$ cat src/rtl/branch_predict_unit_pkg.sv
// Shared types and helpers for the branch prediction unit: counter encodings,
// PC geometry and the PC-to-table-index mapping.
package branch_predict_unit_pkg;

    localparam int PC_W        = 32;
    localparam int INSTR_BYTES = 4;

    typedef enum logic [1:0] {
        SNT = 2'b00,
        WNT = 2'b01,
        WT  = 2'b10,
        ST  = 2'b11
    } bp_state_e;

    // Branch resolution bundle as it arrives from EX.
    typedef struct packed {
        logic            valid;
        logic [PC_W-1:0] pc;
        logic            predict;
        logic            taken;
        logic [PC_W-1:0] target;
    } bp_ex_res_t;

    // Word-aligned PC bits above the byte offset select the entry; no tags.
    function automatic logic [PC_W-1:0] bp_index(input logic [PC_W-1:0] pc,
                                                 input int index_bits);
        return (pc >> $clog2(INSTR_BYTES)) & ((PC_W'(1) << index_bits) - PC_W'(1));
    endfunction

endpackage

$ cat src/rtl/branch_predict_unit_sat_counter.sv
// One 2-bit saturating prediction counter with load/inc/dec and a synchronous
// reset to a configurable initial state.
module bp_sat_counter2
    import branch_predict_unit_pkg::*;
#(
    parameter logic [1:0] INIT_STATE = WT
) (
    input  logic       clk_i,
    input  logic       rst_i,
    input  logic       load_i,
    input  logic [1:0] load_val_i,
    input  logic       inc_i,
    input  logic       dec_i,
    output logic [1:0] state_o
);

    always_ff @(posedge clk_i) begin
        if (rst_i) begin
            state_o <= INIT_STATE;
        end else if (load_i) begin
            state_o <= load_val_i;
        end else if (inc_i && (state_o != ST)) begin
            state_o <= state_o + 2'd1;
        end else if (dec_i && (state_o != SNT)) begin
            state_o <= state_o - 2'd1;
        end
    end

endmodule

$ cat src/rtl/branch_predict_unit.sv
// ID-stage branch predictor: PC-indexed table of 2-bit counters, EX-stage
// resolution with flush/redirect, and saturating performance counters.
module branch_predict_unit
    import branch_predict_unit_pkg::*;
#(
    parameter int         INDEX_BITS = 4,
    parameter logic [1:0] INIT_STATE = 2'b10,
    parameter int         CNT_W      = 32
) (
    input  logic             clk_i,
    input  logic             rst_i,
    input  logic [31:0]      id_pc_i,
    input  logic             id_branch_i,
    output logic             predict_taken_o,
    input  logic             ex_branch_i,
    input  logic [31:0]      ex_pc_i,
    input  logic             ex_predict_i,
    input  logic             ex_taken_i,
    input  logic [31:0]      ex_target_i,
    output logic             mispredict_o,
    output logic             flush_o,
    output logic [31:0]      redirect_pc_o,
    output logic [CNT_W-1:0] branch_count_o,
    output logic [CNT_W-1:0] mispredict_count_o
);

    localparam int ENTRIES = 1 << INDEX_BITS;

    bp_ex_res_t ex;
    assign ex = '{valid:   ex_branch_i,
                  pc:      ex_pc_i,
                  predict: ex_predict_i,
                  taken:   ex_taken_i,
                  target:  ex_target_i};

    logic [INDEX_BITS-1:0]    id_idx;
    logic [INDEX_BITS-1:0]    ex_idx;
    logic [ENTRIES-1:0][1:0]  pht;
    logic [ENTRIES-1:0]       hit;
    logic [1:0]               id_entry;

    assign id_idx = INDEX_BITS'(bp_index(id_pc_i, INDEX_BITS));
    assign ex_idx = INDEX_BITS'(bp_index(ex.pc, INDEX_BITS));

    // Reset wins inside each counter, so a reset cycle drops any training.
    for (genvar i = 0; i < ENTRIES; i++) begin : g_pht
        assign hit[i] = ex.valid && (ex_idx == INDEX_BITS'(i));

        bp_sat_counter2 #(
            .INIT_STATE (INIT_STATE)
        ) u_ctr (
            .clk_i      (clk_i),
            .rst_i      (rst_i),
            .load_i     (1'b0),
            .load_val_i (2'b00),
            .inc_i      (hit[i] & ex.taken),
            .dec_i      (hit[i] & ~ex.taken),
            .state_o    (pht[i])
        );
    end

    // No bypass: a same-cycle update to this entry shows up next cycle.
    assign id_entry        = rst_i ? INIT_STATE : pht[id_idx];
    assign predict_taken_o = id_branch_i & (id_entry >= WT);

    assign mispredict_o  = ~rst_i & ex.valid & (ex.taken ^ ex.predict);
    assign flush_o       = mispredict_o;
    assign redirect_pc_o = !mispredict_o ? '0 :
                           ex.taken      ? ex.target :
                                           ex.pc + PC_W'(INSTR_BYTES);

    always_ff @(posedge clk_i) begin
        if (rst_i) begin
            branch_count_o     <= '0;
            mispredict_count_o <= '0;
        end else begin
            if (ex.valid && (branch_count_o != {CNT_W{1'b1}}))
                branch_count_o <= branch_count_o + CNT_W'(1);
            if (mispredict_o && (mispredict_count_o != {CNT_W{1'b1}}))
                mispredict_count_o <= mispredict_count_o + CNT_W'(1);
        end
    end

endmodule

$ cat config.mk
export PLATFORM = sky130hd
export DESIGN_NAME = branch_predict_unit
export DESIGN_NICKNAME = d
export VERILOG_FILES = /design/src/rtl/branch_predict_unit_pkg.sv /design/src/rtl/branch_predict_unit_sat_counter.sv /design/src/rtl/branch_predict_unit.sv
export SDC_FILE = /design/constraint.sdc
export NUM_CORES = 1
export LEC_CHECK = 0
export CAP_MARGIN = 20
export CORE_ASPECT_RATIO = 1.4
export CORE_MARGIN = 3
export CORE_UTILIZATION = 47
export DETAILED_ROUTE_END_ITERATION = 6
export PLACE_DENSITY_LB_ADDON = 0.08
export SYNTH_ARGS = -nofsm -noshare
export SYNTH_HDL_FRONTEND = slang
export SYNTH_HIERARCHICAL = 1
export SYNTH_SLANG_ARGS = --single-unit
export TNS_END_PERCENT = 1
$ cat constraint.sdc
create_clock -name clk_i -period 2.8 [get_ports clk_i]
set_input_delay 0.42 -clock clk_i [delete_from_list [all_inputs] [get_ports clk_i]]
set_output_delay 0.42 -clock clk_i [all_outputs]
set_load 0.1 [all_outputs]
==> out/metrics.yaml, run 1 <==
root_buffer: "clkbuf_16"
slew_viol_final: 0
synth-seq-area-share_pct: 31.11
syn_inst: 784
startpoint: "ex_pc_i[6]"
area_growth_pct: 47.84
ys_seq_elements: 96
grt_pass1_wl_um: 28880
numPlacedInstances: 1196
hold_depth: 1
dpl.hpwl_um: 13650
fin_cells: 1212
avgSynthCellArea_um2: 7.879
r2r_slack_ns: 0.62
ctsHoldBuffers: 0
via_per_inst: 5.493
tightest_slew_ns: 0.5957
clock-sinks: 96
vias: 6657
rows: 48
clk-insertion-delay-late_ns: 0.35
r2r-end: "branch_count_o[31]$_SDFFE_PP0P_"
status: "finished clean"
ant_nets: 0
dieArea_um2: 14570
nFillCells: 1034
die_w_um: 102.9
setup_viol: 0
drt_iter0_drc: 196
crit_type: "in -> out"
ys_types: 52
cts_max_level: 3
start_util_pct: 48.98
cts_buffers: 9
synthArstFlopShare_pct: 0
dp_slack_ns: -0.1320
synth-edff-count: 0
worstPathRequired_ns: 2.38
antenna_found_initial: 0
gr-total-overflow: 0
min_period_ns: 2.700
diodes: 0
crit_arrival_ns: 2.28
nNetsFinal: 1165
clockBufferDepth: 2
hold_path_class: "reg -> reg"
wl_per_cell_um: 14.75
pin_count: 201
synth_area_um2: 6177
worstReg2RegStart: "branch_count_o[10]$_SDFFE_PP0P_"
clock.fmax_mhz: 370.4
path_clk_slew_ns: 0.07
cts_tree: "built"
fin_worst_skew_ns: 0.01259
critPathMaxFanout: 5
max-slew-margin-rel_pct: 59.26
grt_max_degree: 124
drc: 0
setup_ws_ns: 0.1004
rsz0062_at_grt: "true"
min_period_over_period_pct: 96.41
core-area_um2: 12610
startpoint_type: "input port"
power_mw: 3.380
track_usage_pct: 24.27
synth_warnings: 6
finalHoldViolCount: 0
die_h_um: 141.6
portBuffers: 172
power_leakage_nw: 3.643
cp-endpoint: "redirect_pc_o[24]"
ir_worst_vdd_mv: 0.3014
r2r_cells: 5
drive_gt1_share_pct: 18.36
power_density_nw_per_um2: 370.1
grt_pass1_vias: 6185
place.gp.congestion: 0.8529
first_pass_iters: 4
synth_ff_type: "dfxtp_1"
drv_cap: 0
totalWireLength_um: 17880
endpoint_kind: "output port"
-- flip-flops by register name, indices dropped and copies added (netlist names) --
signal / cells
branch_count_o: 32
g_pht.u_ctr/state_o: 32
mispredict_count_o: 32
-- cell type report --
class                           instances  area (um^2)  share of cell area [%]
Multi-Input combinational cell        737         4513                   49.42
Timing Repair Buffer                  203         2181                   23.88
Sequential cell                        96         1922                   21.04
Clock buffer                            9        225.2                   2.466
Tap cell                              150        187.7                   2.055
Clock inverter                          7        66.31                  0.7261
Inverter                               10        37.54                  0.4110
-- logic make-up (layout without fill, tap and decap cells) --
family / after synthesis / count (layout) / synth area share, %
multiplexers: 19 / 19 / 4.173
adder cells (fa/ha/maj): 6 / 6 / 1.215
flip-flops: 96 / 96 / 31.11
other: 1 / 96 / 0.06071
XOR/XNOR: 65 / 65 / 9.216
AND/OR/NAND/NOR: 321 / 321 / 28.56
AO/OA/AOI/OAI: 230 / 230 / 22.44
buffers and inverters: 46 / 229 / 3.220
-- cell usage after synthesis, types with 2 or more instances --
library cell / number / area, um^2
and4_1: 13 / 113.9
ha_1: 6 / 75.07
o21ai_1: 16 / 80.08
buf_6: 2 / 22.52
nor3b_1: 16 / 120.1
inv_1: 10 / 37.54
nor2b_1: 8 / 50.05
nand2_1: 32 / 120.1
a311oi_1: 3 / 26.28
a2111oi_0: 4 / 35.03
nand3_1: 38 / 190.2
nand2b_1: 10 / 62.56
a21oi_1: 91 / 455.4
buf_2: 3 / 15.01
o31ai_1: 44 / 330.3
mux4_2: 5 / 112.6
xnor2_1: 25 / 219.0
xor2_1: 40 / 350.3
buf_4: 2 / 15.01
mux2_2: 4 / 45.04
a211oi_1: 20 / 150.1
nor2_1: 93 / 349.1
dfxtp_1: 96 / 1922
nand3b_1: 18 / 135.1
a31oi_1: 5 / 31.28
o21ai_0: 36 / 180.2
and2_1: 5 / 31.28
nor4_1: 6 / 37.54
and3_1: 14 / 87.58
nor3_1: 5 / 25.02
or3_1: 14 / 87.58
mux2i_1: 10 / 100.1
clkbuf_1: 29 / 108.9
or4_1: 11 / 82.58
nand4_1: 29 / 181.4
a31o_2: 5 / 43.79
-- report_power, final --
part / switching, mW / total [mW] / internal (mW)
registers: 0.0420 / 1.44 / 1.40
logic: 0.417 / 0.715 / 0.298
clock network: 0.593 / 1.22 / 0.630
-- routing by layer --
| layer | up-vias | wire (um) | GRT usage [%] | part of all wire [%] |
|---|---|---|---|---|
| met4 | 0 | 539 | 8.117 | 3.0 |
| met1 | 3075 | 6980 | 27.47 | 39 |
| li1 | 3385 | - | - | - |
| met5 | - | 0 | 0 | 0 |
| met3 | 33 | 922 | 5.607 | 5.2 |
| met2 | 164 | 9432 | 43.83 | 53 |
-- critical path: stages --
cell             delay [ns]
clkdlybuf4s50_1        0.53
nand4_1                0.22
nor3_2                 0.26
buf_4                  0.17
nand4_1                0.11
xor2_1                 0.18
a21oi_2                0.19
buf_12                 0.19
-- worst min-delay path by stage --
| stage | startpoint | end |
|---|---|---|
| after floorplan | g_pht[10].u_ctr/state_o[1]$_SDFFE_PP1P_ | g_pht[10].u_ctr/state_o[0]$_SDFFE_PP0P_ |
| after global placement | mispredict_count_o[4]$_SDFFE_PP0P_ | mispredict_count_o[4]$_SDFFE_PP0P_ |
| after detailed placement | mispredict_count_o[31]$_SDFFE_PP0P_ | mispredict_count_o[31]$_SDFFE_PP0P_ |
| after CTS | mispredict_count_o[31]$_SDFFE_PP0P_ | mispredict_count_o[31]$_SDFFE_PP0P_ |
| after global routing | mispredict_count_o[4]$_SDFFE_PP0P_ | mispredict_count_o[4]$_SDFFE_PP0P_ |
| final | mispredict_count_o[31]$_SDFFE_PP0P_ | mispredict_count_o[31]$_SDFFE_PP0P_ |
-- per-stage QoR --
step | hold slack [ns] | cell area, um^2 | setup TNS, ns | util (%)
CTS | 0.4922 | 9107 | 0 | 72.21
global placement | 0.4655 | 8817 | -0.1025 | 69.91
global route | 0.5244 | 9133 | -0.02425 | 72.41
finish | 0.4875 | 9133 | 0 | 72.41
floorplan | 0.4972 | 6606 | -5.835 | -
detailed placement | 0.4741 | 8817 | -0.1320 | 69.91
-- layout by cell type (no fill, tap or decap), types with 5 or more instances in the layout --
cell / netlist / routed
dfxtp_1: 96 / 96
conb_1: 1 / 96
nor2_1: 93 / 93
buf_4: 2 / 93
a21oi_1: 91 / 70
clkdlybuf4s50_1: 0 / 70
o31ai_1: 44 / 44
xor2_1: 40 / 39
nand3_1: 38 / 38
buf_12: 0 / 38
o21ai_0: 36 / 36
nand2_1: 32 / 32
nand4_1: 29 / 29
xnor2_1: 25 / 25
a21oi_2: 0 / 21
a211oi_1: 20 / 20
nand3b_1: 18 / 18
o21ai_1: 16 / 16
nor3b_1: 16 / 16
or3_1: 14 / 14
and4_1: 13 / 13
and3_1: 14 / 13
or4_1: 11 / 11
inv_1: 10 / 10
mux2i_1: 10 / 10
nand2b_1: 10 / 10
clkbuf_16: 0 / 9
nor2b_1: 8 / 8
ha_1: 6 / 6
nor3_1: 5 / 5
and2_1: 5 / 5
mux4_2: 5 / 5
a31oi_1: 5 / 5
a31o_2: 5 / 5
-- timing repair --
item                                    in CTS  in global routing
gates cloned                                 0                  0
pin swaps                                    0                  5
endpoints found under the hold margin        0                  0
endpoints found under the setup margin       1                  8
gates resized for setup                      1                  6
buffers inserted                             0                  0
No activity file was read; power rests on OpenSTA's default activity.
==> inputs of run 2 (changes only) <==
PLACE_DENSITY = 0.81   (was not set)
PLACE_DENSITY_LB_ADDON = not set   (was 0.08)
==> out/metrics.yaml, run 2 (synthesized netlist as in run 1, its figures left out) <==
die_h_um: 141.6
drc: 0
clockBufferDepth: 2
drt_iter0_drc: 315
pin_count: 201
pwr-share-comb_pct: 20.6
startpoint_type: "input port"
fin_worst_skew_ns: 0.005428
max-slew-margin-rel_pct: 38.11
first_pass_iters: 4
switching_share_pct: 30.42
final_cell_mix: "dfxtp_1 (96), conb_1 (96), nor2_1 (93), buf_4 (93), a21oi_1 (72)"
power_leakage_nw: 3.715
totalWireLength_um: 17840
worstReg2RegStart: "branch_count_o[6]$_SDFFE_PP0P_"
start_util_pct: 48.98
core-area_um2: 12610
drv_cap: 0
grt_max_degree: 100
nFillCells: 1003
critPathMaxFanout: 4
r2r_slack_ns: 0.43
drive_gt1_share_pct: 18.44
hold_path_class: "reg -> reg"
fin_cells: 1213
p_int_mw: 2.422
ant_nets: 0
finalHoldViolCount: 0
setup_viol: 0
gr-total-overflow: 0
min_period_over_period_pct: 96.23
diodes: 0
vias: 6690
largestRegisters: "branch_count_o: 32 flops, g_pht.u_ctr/state_o: 32 flops, mispredict_count_o: 32 flops"
startpoint: "ex_pc_i[14]"
power_mw: 3.480
crit_arrival_ns: 2.27
area_growth_pct: 48.65
cts_max_level: 3
worstPathRequired_ns: 2.38
place.gp.congestion: 0.8613
tightest_slew_ns: 0.9284
clock-sinks: 96
clock.fmax_mhz: 371.1
ir_worst_vdd_mv: 0.2486
ctsHoldBuffers: 0
die_w_um: 102.9
path_clk_slew_ns: 0.07
status: "finished clean"
min_period_ns: 2.694
rows: 48
slew_viol_final: 0
root_buffer: "clkbuf_16"
power_frac_seq_pct: 41.4
grt_pass1_wl_um: 28760
track_usage_pct: 23.93
antenna_found_initial: 0
clk-insertion-delay-late_ns: 0.34
min-delay-start: "mispredict_count_o[31]$_SDFFE_PP0P_"
dpl.hpwl_um: 13370
cts_buffers: 9
crit_type: "in -> out"
portBuffers: 172
switching_power_mw: 1.059
rsz0062_at_grt: "false"
nNetsFinal: 1166
wl_per_cell_um: 14.71
pwr-share-clk_pct: 38.0
via_per_inst: 5.515
cts_tree: "built"
endpoint_kind: "output port"
power_density_nw_per_um2: 379.0
dieArea_um2: 14570
grt_pass1_vias: 6164
numPlacedInstances: 1195
## run 2: cell count changes in the layout (fill, tap and decap cells not counted), moves of 2 or more
| cell | previous run | this run |
|---|---|---|
| buf_6 | 0 | 2 |
| dlymetal6s2s_1 | 1 | 6 |
| a21oi_2 | 21 | 19 |
| inv_6 | 4 | 1 |
| clkdlybuf4s50_1 | 70 | 65 |
| a21oi_1 | 70 | 72 |
## run 2: final cells by class
cell class | instances | area (um^2) | area share (%)
multi-input cells | 737 | 4517 | 49.19
repair buffers | 204 | 2196 | 23.91
flip-flops and latches | 96 | 1922 | 20.93
clock buffers | 9 | 225.2 | 2.453
well taps | 150 | 187.7 | 2.044
clock inverters | 7 | 97.59 | 1.063
inverters | 10 | 37.54 | 0.4088
## run 2: power by group through the flow
| stage | Sequential, mW | Clock (mW) | Combinational, mW |
|---|---|---|---|
| 2_1_floorplan | 1.49 | 0 | 0.382 |
| 3_3_place_gp | 1.47 | 0 | 0.704 |
| 3_5_place_dp | 1.47 | 0 | 0.712 |
| 4_1_cts | 1.44 | 1.34 | 0.714 |
| 5_1_grt | 1.45 | 1.41 | 0.768 |
| 6_report | 1.44 | 1.32 | 0.716 |
## run 2: worst paths after layout
| path | end | depth (start not counted) |
|---|---|---|
| setup / recovery | redirect_pc_o[19] | 9 |
| hold / removal | mispredict_count_o[31]$_SDFFE_PP0P_ | 1 |
| setup reg to reg | branch_count_o[1]$_SDFFE_PP0P_ | 5 |
| hold reg to reg | mispredict_count_o[31]$_SDFFE_PP0P_ | 1 |
## run 2: what timing repair did
action	CTS	global route
setup buffers	0	1
cloned	0	1
pin swaps	1	6
gates resized for setup	2	14
endpoints found under the setup margin	1	16
## run 2: worst max-delay path: stages
cell,delay (ns)
clkdlybuf4s50_1,0.50
buf_4,0.14
nand4_1,0.10
nor4_2,0.29
buf_4,0.17
nand3_1,0.09
xor2_1,0.16
a21oi_2,0.20
buf_12,0.20
## run 2: metrics by stage
step	TNS, ns	setup WS, ns	util [%]	hold WS [ns]	cell area, um^2
2_1_floorplan	-5.835	-0.4687	-	0.4972	6606
4_1_cts	0	0.01549	72.33	0.4933	9123
6_report	0	0.1055	72.81	0.4901	9183
5_1_grt	0	0.01612	72.81	0.5171	9183
3_5_place_dp	-0.03109	-0.03109	69.75	0.4768	8797
3_3_place_gp	-0.02230	-0.02230	69.75	0.4606	8797
## run 2: routing by layer
layer  GRT usage, %  vias to the layer above  routed length (um)
li1               -                     3393                   -
met1          29.21                     3056                7228
met2          41.97                      208                9195
met3          4.476                       33                 969
met4          7.162                        0                 449
met5              0                        -                   0
==> inputs of run 3 (changes only) <==
HOLD_SLACK_MARGIN = 0.02   (was not set)
==> results of run 3 <==
Final layout, timing and power as in run 2 (identical DEF).
